**src/rtl/out_reg_arbiter_if.sv**
```systemverilog
// Requester-to-arbiter handshake bus plus the shared output register view.
// The arbiter connects through the slave modport; the requesters and consumers use master.
interface out_reg_arbiter_if #(
    parameter int NUM_REQ = 4,
    parameter int DATA_W  = 16
);
    localparam int ID_W = $clog2(NUM_REQ);

    logic [NUM_REQ-1:0]        i_req_valid;
    logic [NUM_REQ*DATA_W-1:0] i_req_data;
    logic [NUM_REQ-1:0]        o_req_ready;
    logic [DATA_W-1:0]         o_out_reg_data;
    logic                      o_out_reg_wr;
    logic [ID_W-1:0]           o_grant_id;
    logic                      o_busy;

    modport slave (
        input  i_req_valid, i_req_data,
        output o_req_ready, o_out_reg_data, o_out_reg_wr, o_grant_id, o_busy
    );

    modport master (
        output i_req_valid, i_req_data,
        input  o_req_ready, o_out_reg_data, o_out_reg_wr, o_grant_id, o_busy
    );
endinterface

```
**src/rtl/out_reg_arbiter.sv**
```systemverilog
// Round-robin arbiter sharing one output data register between NUM_REQ requesters,
// holding each captured word for HOLD_CYCLES cycles before the next grant.
module out_reg_arbiter #(
    parameter int NUM_REQ     = 4,
    parameter int DATA_W      = 16,
    parameter int HOLD_CYCLES = 8
) (
    input  logic                  i_CLK100MHZ,
    input  logic                  i_RST,
    out_reg_arbiter_if.slave      bus
);
    localparam int ID_W  = $clog2(NUM_REQ);
    localparam int CNT_W = (HOLD_CYCLES > 1) ? $clog2(HOLD_CYCLES) : 1;
    localparam logic [CNT_W-1:0] HOLD_INIT = (HOLD_CYCLES > 0) ? CNT_W'(HOLD_CYCLES - 1) : '0;
    localparam logic [ID_W-1:0]  LAST_INIT = ID_W'(NUM_REQ - 1);

    typedef enum logic {
        IDLE,
        HOLD
    } state_t;

    state_t              state_q;
    logic [CNT_W-1:0]    cnt_q;
    logic [ID_W-1:0]     last_id_q;
    logic [ID_W-1:0]     grant_q;
    logic [DATA_W-1:0]   data_q;
    logic                wr_q;
    logic                busy_q;

    logic                win_found;
    logic [ID_W-1:0]     win_id;
    logic [ID_W-1:0]     cand;
    logic [DATA_W-1:0]   win_data;
    logic [NUM_REQ-1:0]  req_ready;

    // Search starts just after the last winner, so the previous grant has lowest priority.
    always_comb begin
        // NOTE: every combinational output gets a default first so no path can infer a latch.
        win_found = 1'b0;
        win_id    = '0;
        cand      = '0;
        win_data  = '0;
        req_ready = '0;
        for (int i = 1; i <= NUM_REQ; i++) begin
            cand = ID_W'((int'(last_id_q) + i) % NUM_REQ);
            if (!win_found && bus.i_req_valid[cand]) begin
                win_found = 1'b1;
                win_id    = cand;
            end
        end
        for (int k = 0; k < NUM_REQ; k++) begin
            if (win_id == ID_W'(k)) begin
                win_data = bus.i_req_data[k*DATA_W +: DATA_W];
            end
        end
        if (state_q == IDLE && win_found) begin
            req_ready[win_id] = 1'b1;
        end
    end

    // NOTE: state is updated with non-blocking assignments so every register samples pre-edge values.
    always_ff @(posedge i_CLK100MHZ) begin
        if (i_RST) begin
            state_q   <= IDLE;
            cnt_q     <= '0;
            last_id_q <= LAST_INIT;
            grant_q   <= '0;
            data_q    <= '0;
            wr_q      <= 1'b0;
            busy_q    <= 1'b0;
        end else begin
            wr_q <= 1'b0;
            case (state_q)
                IDLE: begin
                    if (win_found) begin
                        data_q    <= win_data;
                        wr_q      <= 1'b1;
                        grant_q   <= win_id;
                        last_id_q <= win_id;
                        if (HOLD_CYCLES > 0) begin
                            state_q <= HOLD;
                            cnt_q   <= HOLD_INIT;
                            busy_q  <= 1'b1;
                        end
                    end
                end
                HOLD: begin
                    if (cnt_q == '0) begin
                        state_q <= IDLE;
                        busy_q  <= 1'b0;
                    end else begin
                        cnt_q <= cnt_q - 1'b1;
                    end
                end
                default: state_q <= IDLE;
            endcase
        end
    end

    assign bus.o_req_ready    = req_ready;
    assign bus.o_out_reg_data = data_q;
    assign bus.o_out_reg_wr   = wr_q;
    assign bus.o_grant_id     = grant_q;
    assign bus.o_busy         = busy_q;
endmodule
```
**src/flat_wrapper.sv**
```systemverilog
// flat-port wrapper written by rule: the top's interface ports become plain ports
module out_reg_arbiter_flat 
#(
    parameter int NUM_REQ     = 4,
    parameter int DATA_W      = 16,
    parameter int HOLD_CYCLES = 8
)
  (i_CLK100MHZ, i_RST, bus_i_req_valid, bus_i_req_data, bus_o_req_ready, bus_o_out_reg_data, bus_o_out_reg_wr, bus_o_grant_id, bus_o_busy);
  out_reg_arbiter_if #(.NUM_REQ(NUM_REQ), .DATA_W(DATA_W)) bus_i ();
  input  logic i_CLK100MHZ;
  input  logic i_RST;
  input wire logic [$bits(bus_i.i_req_valid)-1:0] bus_i_req_valid;
  input wire logic [$bits(bus_i.i_req_data)-1:0] bus_i_req_data;
  output wire logic [$bits(bus_i.o_req_ready)-1:0] bus_o_req_ready;
  output wire logic [$bits(bus_i.o_out_reg_data)-1:0] bus_o_out_reg_data;
  output wire logic [$bits(bus_i.o_out_reg_wr)-1:0] bus_o_out_reg_wr;
  output wire logic [$bits(bus_i.o_grant_id)-1:0] bus_o_grant_id;
  output wire logic [$bits(bus_i.o_busy)-1:0] bus_o_busy;
  assign bus_i.i_req_valid = bus_i_req_valid;
  assign bus_i.i_req_data = bus_i_req_data;
  assign bus_o_req_ready = bus_i.o_req_ready;
  assign bus_o_out_reg_data = bus_i.o_out_reg_data;
  assign bus_o_out_reg_wr = bus_i.o_out_reg_wr;
  assign bus_o_grant_id = bus_i.o_grant_id;
  assign bus_o_busy = bus_i.o_busy;
  out_reg_arbiter #(.NUM_REQ(NUM_REQ), .DATA_W(DATA_W), .HOLD_CYCLES(HOLD_CYCLES)) u_core (.i_CLK100MHZ(i_CLK100MHZ), .i_RST(i_RST), .bus(bus_i));
endmodule
```
**config.mk**
```make
export PLATFORM = sky130hd
export DESIGN_NAME = out_reg_arbiter_flat
export DESIGN_NICKNAME = d
export VERILOG_FILES = /design/src/rtl/out_reg_arbiter_if.sv /design/src/rtl/out_reg_arbiter.sv /design/src/flat_wrapper.sv
export SDC_FILE = /design/constraint.sdc
export NUM_CORES = 1
export LEC_CHECK = 0
export ABC_AREA = 1
export ABC_CLOCK_PERIOD_IN_PS = 3000
export BUFFER_PORTS_ARGS = -buffer_cell sky130_fd_sc_hd__buf_4
export CAP_MARGIN = 20
export CORE_ASPECT_RATIO = 0.5
export CORE_MARGIN = 2
export CORE_UTILIZATION = 40
export DETAILED_ROUTE_END_ITERATION = 6
export GPL_ROUTABILITY_DRIVEN = 0
export GPL_TIMING_DRIVEN = 0
export HOLD_SLACK_MARGIN = 0.12
export PLACE_DENSITY = 0.72
export SLEW_MARGIN = 25
export SYNTH_ARGS = -nofsm -noshare
export SYNTH_HDL_FRONTEND = slang
export SYNTH_SLANG_ARGS = --single-unit
```
**constraint.sdc**
```tcl
create_clock -name i_CLK100MHZ -period 3 [get_ports i_CLK100MHZ]
set_input_delay 0.9 -clock i_CLK100MHZ [delete_from_list [all_inputs] [get_ports i_CLK100MHZ]]
set_output_delay 0.9 -clock i_CLK100MHZ [all_outputs]
set_load 0.05 [all_outputs]
```
# Yosys cells after proc, flatten, opt, wreduce, memory -nomap -nowiden
# Cells that the tools add are included.
classes:
  n_lt_le_gt_ge: 6
  n_reduce_logical: 14
  bitwise_logic: 1
  n_eq_ne: 6
  addsub: 5
  muxes: 32
op_table:
  columns: ["operator", "n"]
  rows:
  - ["16-bit two-way mux", 4]
  - ["2-bit by 3-bit less-than comparator with 1-bit output (second input constant)", 5]
  - ["1-bit two-way mux", 13]
  - ["1-bit binary-select mux with 2-bit select", 4]
  - ["2-bit two-way mux", 4]
  - ["3-bit two-way mux", 2]
  - ["3-bit one-hot mux with 2 select lines", 1]
  - ["2-bit AND reduction", 3]
  - ["1-bit logical AND", 5]
  - ["2-bit by 1-bit adder with 2-bit output (second input constant)", 2]
  - ["2-bit adder (second input constant)", 2]
  - ["2-bit == test (second input constant)", 2]
  - ["4-bit two-way mux", 1]
  - ["2-bit inequality test (second input constant)", 2]
  - ["1-bit one-hot mux with 2 select lines", 2]
  - ["1-bit logical NOT", 3]
  - ["3-bit logical NOT", 1]
  - ["3-bit by 1-bit subtractor with 3-bit output (second input constant)", 1]
  - ["1-bit demux with 2-bit select", 1]
  - ["2-bit by 1-bit == test with 1-bit output (second input constant)", 1]
  - ["2-bit by 1-bit >= comparator with 1-bit output (second input constant)", 1]
  - ["2-bit logical NOT", 1]
  - ["2-bit by 1-bit inequality test with 1-bit output (second input constant)", 1]
  - ["2-bit OR reduction", 1]
  - ["1-bit NOT", 1]
totals:
  input_bits: 70
  reg_bits: 26

# Longest topological paths before layout
logic_depth:
  depth_word: 18
  mapped_depth: 17

# Least setup slack after synthesis
# OpenSTA, ideal clock, no wires.
synth_timing:
  kind: "input port to output port"
  startpoint: "input bus_i_req_valid[3]"
  endpoint: "output bus_o_req_ready[0]"
  required_time_ns: 2.100
  path_stages: 10
  path_slack_ns: -0.688
  arrival_ns: 2.788
  path_cell_list: "inv_1 > nand2_1 > nand3_1 > nand2_1 > nor2_2 > nand3_2 > nand3_4 > inv_2 > buf_4 > nor3_1"
synth_between:
  elab_chain_len: 17
synth_lines:
  columns: ["item", "line_no", "source"]
  rows:
  - ["start, declared", "flat_wrapper.sv:12", "input wire logic [$bits(bus_i.i_req_valid)-1:0] bus_i_req_valid;"]
  - ["1-bit binary-select mux with 2-bit select", "out_reg_arbiter.sv:46", "if (!win_found && bus.i_req_valid[cand]) begin"]
  - ["1-bit two-way mux (implied by the code)", "out_reg_arbiter.sv:46", null]
  - ["1-bit two-way mux", "out_reg_arbiter.sv:46", null]
  - ["1-bit logical NOT", "out_reg_arbiter.sv:46", null]
  - ["1-bit logical AND", "out_reg_arbiter.sv:46", null]
  - ["1-bit two-way mux", "out_reg_arbiter.sv:46", null]
  - ["1-bit logical NOT", "out_reg_arbiter.sv:46", null]
  - ["1-bit logical AND", "out_reg_arbiter.sv:46", null]
  - ["1-bit two-way mux", "out_reg_arbiter.sv:46", null]
  - ["1-bit logical NOT", "out_reg_arbiter.sv:46", null]
  - ["1-bit logical AND", "out_reg_arbiter.sv:46", null]
  - ["2-bit two-way mux", "out_reg_arbiter.sv:46", null]
  - ["2-bit by 3-bit less-than comparator with 1-bit output (implied by the code) / 2-bit by 1-bit >= comparator with 1-bit output (equally long branches)", "out_reg_arbiter.sv:57", "req_ready[win_id] = 1'b1;"]
  - ["1-bit logical AND (implied by the code)", "out_reg_arbiter.sv:57", null]
  - ["1-bit two-way mux (implied by the code)", "out_reg_arbiter.sv:57", null]
  - ["1-bit demux with 2-bit select", null, null]
  - ["4-bit two-way mux (*)", "out_reg_arbiter.sv:56", "if (state_q == IDLE && win_found) begin"]
  - ["end, declared", "flat_wrapper.sv:14", "output wire logic [$bits(bus_i.o_req_ready)-1:0] bus_o_req_ready;"]
# Mark *: on every way between the ends. The rest lies on a longest branch, timed or not. The select of a mux whose other input is x is not followed.

# Worst setup path after layout
# Same ends and word-level chain as after synthesis.

==> results.txt <==
Setup repair after global routing could not meet its margin everywhere. The TritonCTS sink count came out at 26. The count of maximum capacitance violations is 0. The number of placed instances, taps included came out at 439. The via count came out at ~2.3k.

The capturing instance or port of the critical path is bus_o_req_ready[0]. The maximum vdd drop is 0.000759 V. The first-pass iteration count of the detailed router is 4. Of the total synthesized cell area, the portion taken by full adders, half adders and majority gates is roughly 1.4%. The commonest cells after synthesis are sky130_fd_sc_hd__nand2_1, sky130_fd_sc_hd__nand3_1, sky130_fd_sc_hd__inv_1, sky130_fd_sc_hd__dfxtp_1, sky130_fd_sc_hd__o21ai_0.

The post-placement setup slack came out at -399 ps. The required time of the worst setup path came out at 2100 ps. The leakage power total is about 1.5 nW.

The number of enable flip-flop cells after synthesis is 0. sky130_fd_sc_hd__dfxtp_1 takes more of the synthesized area than any other cell. Summed over all layers, the routed wires come to a little under 6000 um. The final number of max-transition violations was 0. Compared with the post-synthesis result, the final layout area differs by 57.6%. The die boundary height came out at approximately 52 um.

In this run the biggest area consumer among cell types represents ~28% of the synthesized area. In this run the critical register-to-register path is captured at u_core.bus.o_out_reg_data[7]. The global-route wire length before repair came out at 9500 um.

The maximum net fanout on the critical path came out at 10. After detailed routing, the number of remaining DRC violations is 0. The final count of negative-setup-slack endpoints came out at 3.

The flow ran to the end, but the final reports show violations. The worst hold path begins at u_core.bus.o_out_reg_data[2]. The worst setup path is launched from an input port. The worst setup path is of the in -> out kind. The number of nets in the synthesized netlist is about 360. For this design the ratio of total power to cell area is 1470 nW/um2.

In the post-route analysis, the smallest setup slack over all paths is -55.8 ps. In the final routed layout, each cell accounts on average for 13.2 um. The number of global-route vias before repair came to between 2k and 2.5k. The half-perimeter wire length of the detailed placement result is between 4000 and 5000 um. The path class of the tightest hold or removal check is reg -> reg. After floorplanning, the core was divided into 17 placement rows. The maximum number of buffers from clock root to sink came out at 2. Dividing the detail-routed via count by the number of cells gives around 5.0. In this run the count of I/O pins placed on the die edge is 94. Summing the areas of all and, or, nand and nor instances in the mapped netlist gives between 40% and 50% of the synthesized area.

The layout cell share with drive strength beyond 1 came out at 41.0%. The tree is rooted in a sky130_fd_sc_hd__clkbuf_8. Subtracting the final worst setup slack from the clock period gives 3060 ps.

The synthesized area is about 1800 um2. The compound-gate portion of the synthesized area came out at 15.6%. The dominant cell by count in the synthesized netlist is sky130_fd_sc_hd__nand2_1. The worst register-to-register path begins at u_core.last_id_q[0]. The initial antenna violation count is 0. The repair_antennas step left the layout with diodes totalling 0. Summing the areas of all xor and xnor instances in the mapped netlist gives 0% of the synthesized area. The count of endpoints failing hold in the final timing report was 0. The portion of synthesized area spent on multiplexers is 0%.

The pin count of the biggest net entering global routing came out at 19. The area of the die came out at 5170 um2. For this run, the number of Yosys warnings is 0. The data arrival time of the worst path is 2160 ps. Measured against its own limit, the worst slew margin works out to 56.1%. The critical path starts at bus_i_req_valid[3]. The number of nets in the layout is 466. The prevailing post-synth register cell is sky130_fd_sc_hd__dfxtp_1. The count of nets left with antenna violations once routing finished came out at 0. The count of state elements after synthesis came out at 26. The worst setup path is captured at an output port.

The overall fraction of global-route tracks in use is between 20% and 30%. The CTS tree is yes. Yosys attributes the largest share of cell area to sky130_fd_sc_hd__dfxtp_1, sky130_fd_sc_hd__nand2_1, sky130_fd_sc_hd__nand3_1, sky130_fd_sc_hd__inv_1, sky130_fd_sc_hd__o21ai_0. Dividing the final minimum period by the clock period gives 102%. The remaining global-route overflow is 0.

The worst reg2reg path depth is 17. The clock latency on the worst-skew pair came out at 280 ps. The CTS clock-pin slew for the worst setup and hold paths is 100 ps. Input and output buffers added on the ports amount to between 90 and 100. Counting the buffers created by CTS gives 3. At the end of the flow the core is filled with cells to about two thirds. The register area share after synthesis came out at approximately 28%.

The worst setup skew after layout is around 4.3 ps. The mean instance size in the synthesized netlist is approximately 6.3 um2. The starting density of the core came out at between 40% and 50%. The worst reg-to-reg setup slack came out at roughly 850 ps. The total core area is between 4000 and 5000 um2. The peak clock frequency supported by timing came out at approximately 330 MHz. The number of distinct library cells after synthesis is 27. The instance count of the mapped netlist is slightly below 300. The checks that failed: negative setup slack. The measured slew at the worst slew-check pin came out at around 660 ps. The iteration-0 DRC count of the detailed router is 48. The filler-free cell count of the finished design came out at 450. The die boundary width came out at 99.7 um. The depth of the CTS H-tree came out at 1. The fraction of registers with async set/reset is 0%. By area, the combinational part of the netlist is dominated by simple AND/OR/NAND/NOR gates.
[metal layers]
layer / GRT usage [%] / wire, um
met1: 29.3 / 2550
met5: 0 / 0
met4: 6.16 / 74
met2: 41.7 / 2940
met3: 5.78 / 356
[registers in the layout, summed over array words and instances, names as in the netlist]
signal and count:
u_core.state_q 1, u_core.bus.o_out_reg_data 16, u_core.last_id_q 2, u_core.bus.o_grant_id 2, u_core.bus.o_busy 1, u_core.cnt_q 3, u_core.bus.o_out_reg_wr 1
[critical path: stages]
cell	delay [ps]
sky130_fd_sc_hd__buf_6	90
sky130_fd_sc_hd__inv_2	40
sky130_fd_sc_hd__nand2_2	70
sky130_fd_sc_hd__nand2_2	60
sky130_fd_sc_hd__o21ai_2	140
sky130_fd_sc_hd__inv_1	70
sky130_fd_sc_hd__nand3_2	120
sky130_fd_sc_hd__nand2_4	100
sky130_fd_sc_hd__clkbuf_16	190
sky130_fd_sc_hd__nor3_4	190
sky130_fd_sc_hd__buf_6	180
[worst min-delay path by stage]
| stage | to | cells past startpoint |
|---|---|---|
| global route | u_core.bus.o_out_reg_data[3] | 2 |
| CTS | u_core.bus.o_grant_id[0] | 2 |
| global placement | u_core.bus.o_out_reg_data[2] | 2 |
| floorplan | u_core.cnt_q[1] | 3 |
| detailed placement | u_core.bus.o_grant_id[0] | 2 |
| finish | u_core.bus.o_out_reg_data[2] | 2 |
[report_power, final]
part	leakage, nW	internal, mW	switching, mW
clock	0.0357	0.179	0.120
sequential	0.216	0.478	0.0704
combinational	1.23	1.27	2.13
[repair_timing]
action | 4_1_cts | 5_1_grt
hold buffers | 0 | 0
endpoints found under the setup margin | 4 | 4
gates cloned | 0 | 0
gates resized for setup | 34 | 1
setup buffers | 9 | 0
pin swaps | 7 | 1
[through the flow]
stage          area, um2  TNS [ps]  total power [mW]  hold slack, ps
6_report            2890      -128              4.25             475
5_1_grt             2890      -461              4.57             505
4_1_cts             2880     -68.0              4.22             475
3_5_place_dp        2650     -1450              3.64             461
3_3_place_gp        2650     -1310              3.57             455
2_1_floorplan       1880     -78.3              2.90             453
[cells by family after synthesis]
logic type / Yosys count
adders and majority gates: 2
and+or+nand+nor: 161
DFF: 26
AOI/OAI and AO/OA: 49
buffers and inverters: 51
[layout by cell type, fill, tap and decap left out]
cell type and instances:
sky130_fd_sc_hd__o21ai_1 2, sky130_fd_sc_hd__nand2_1 76, sky130_fd_sc_hd__clkbuf_1 3, sky130_fd_sc_hd__bufinv_16 1
sky130_fd_sc_hd__inv_1 29, sky130_fd_sc_hd__nor2_1 7, sky130_fd_sc_hd__nand2_2 15, sky130_fd_sc_hd__nor2_4 4
sky130_fd_sc_hd__buf_8 5, sky130_fd_sc_hd__nor3_4 1, sky130_fd_sc_hd__o21ai_2 2, sky130_fd_sc_hd__buf_6 9
sky130_fd_sc_hd__inv_2 5, sky130_fd_sc_hd__a21oi_2 7, sky130_fd_sc_hd__ha_1 2, sky130_fd_sc_hd__nand4_1 10
sky130_fd_sc_hd__o21ai_0 19, sky130_fd_sc_hd__dfxtp_1 26, sky130_fd_sc_hd__clkbuf_16 1, sky130_fd_sc_hd__inv_4 1
sky130_fd_sc_hd__a21oi_1 15, sky130_fd_sc_hd__buf_4 97, sky130_fd_sc_hd__nand2_4 5, sky130_fd_sc_hd__o211ai_1 2
sky130_fd_sc_hd__nand3_2 2, sky130_fd_sc_hd__inv_6 1, sky130_fd_sc_hd__nor2_2 1, sky130_fd_sc_hd__o31ai_1 2
sky130_fd_sc_hd__nand3_4 1, sky130_fd_sc_hd__nand3_1 39, sky130_fd_sc_hd__clkbuf_8 3
[area by class of cell]
cell class	instances	area [um2]
Inverter	36	143
Sequential cell	26	520
Buffer	13	138
Multi-Input combinational cell	212	1140
Fill cell	395	1520
Clock inverter	1	30.0
Timing Repair Buffer	102	803
Tap cell	57	71.3
Clock buffer	3	41.3
(Power assumes the default switching activity.)
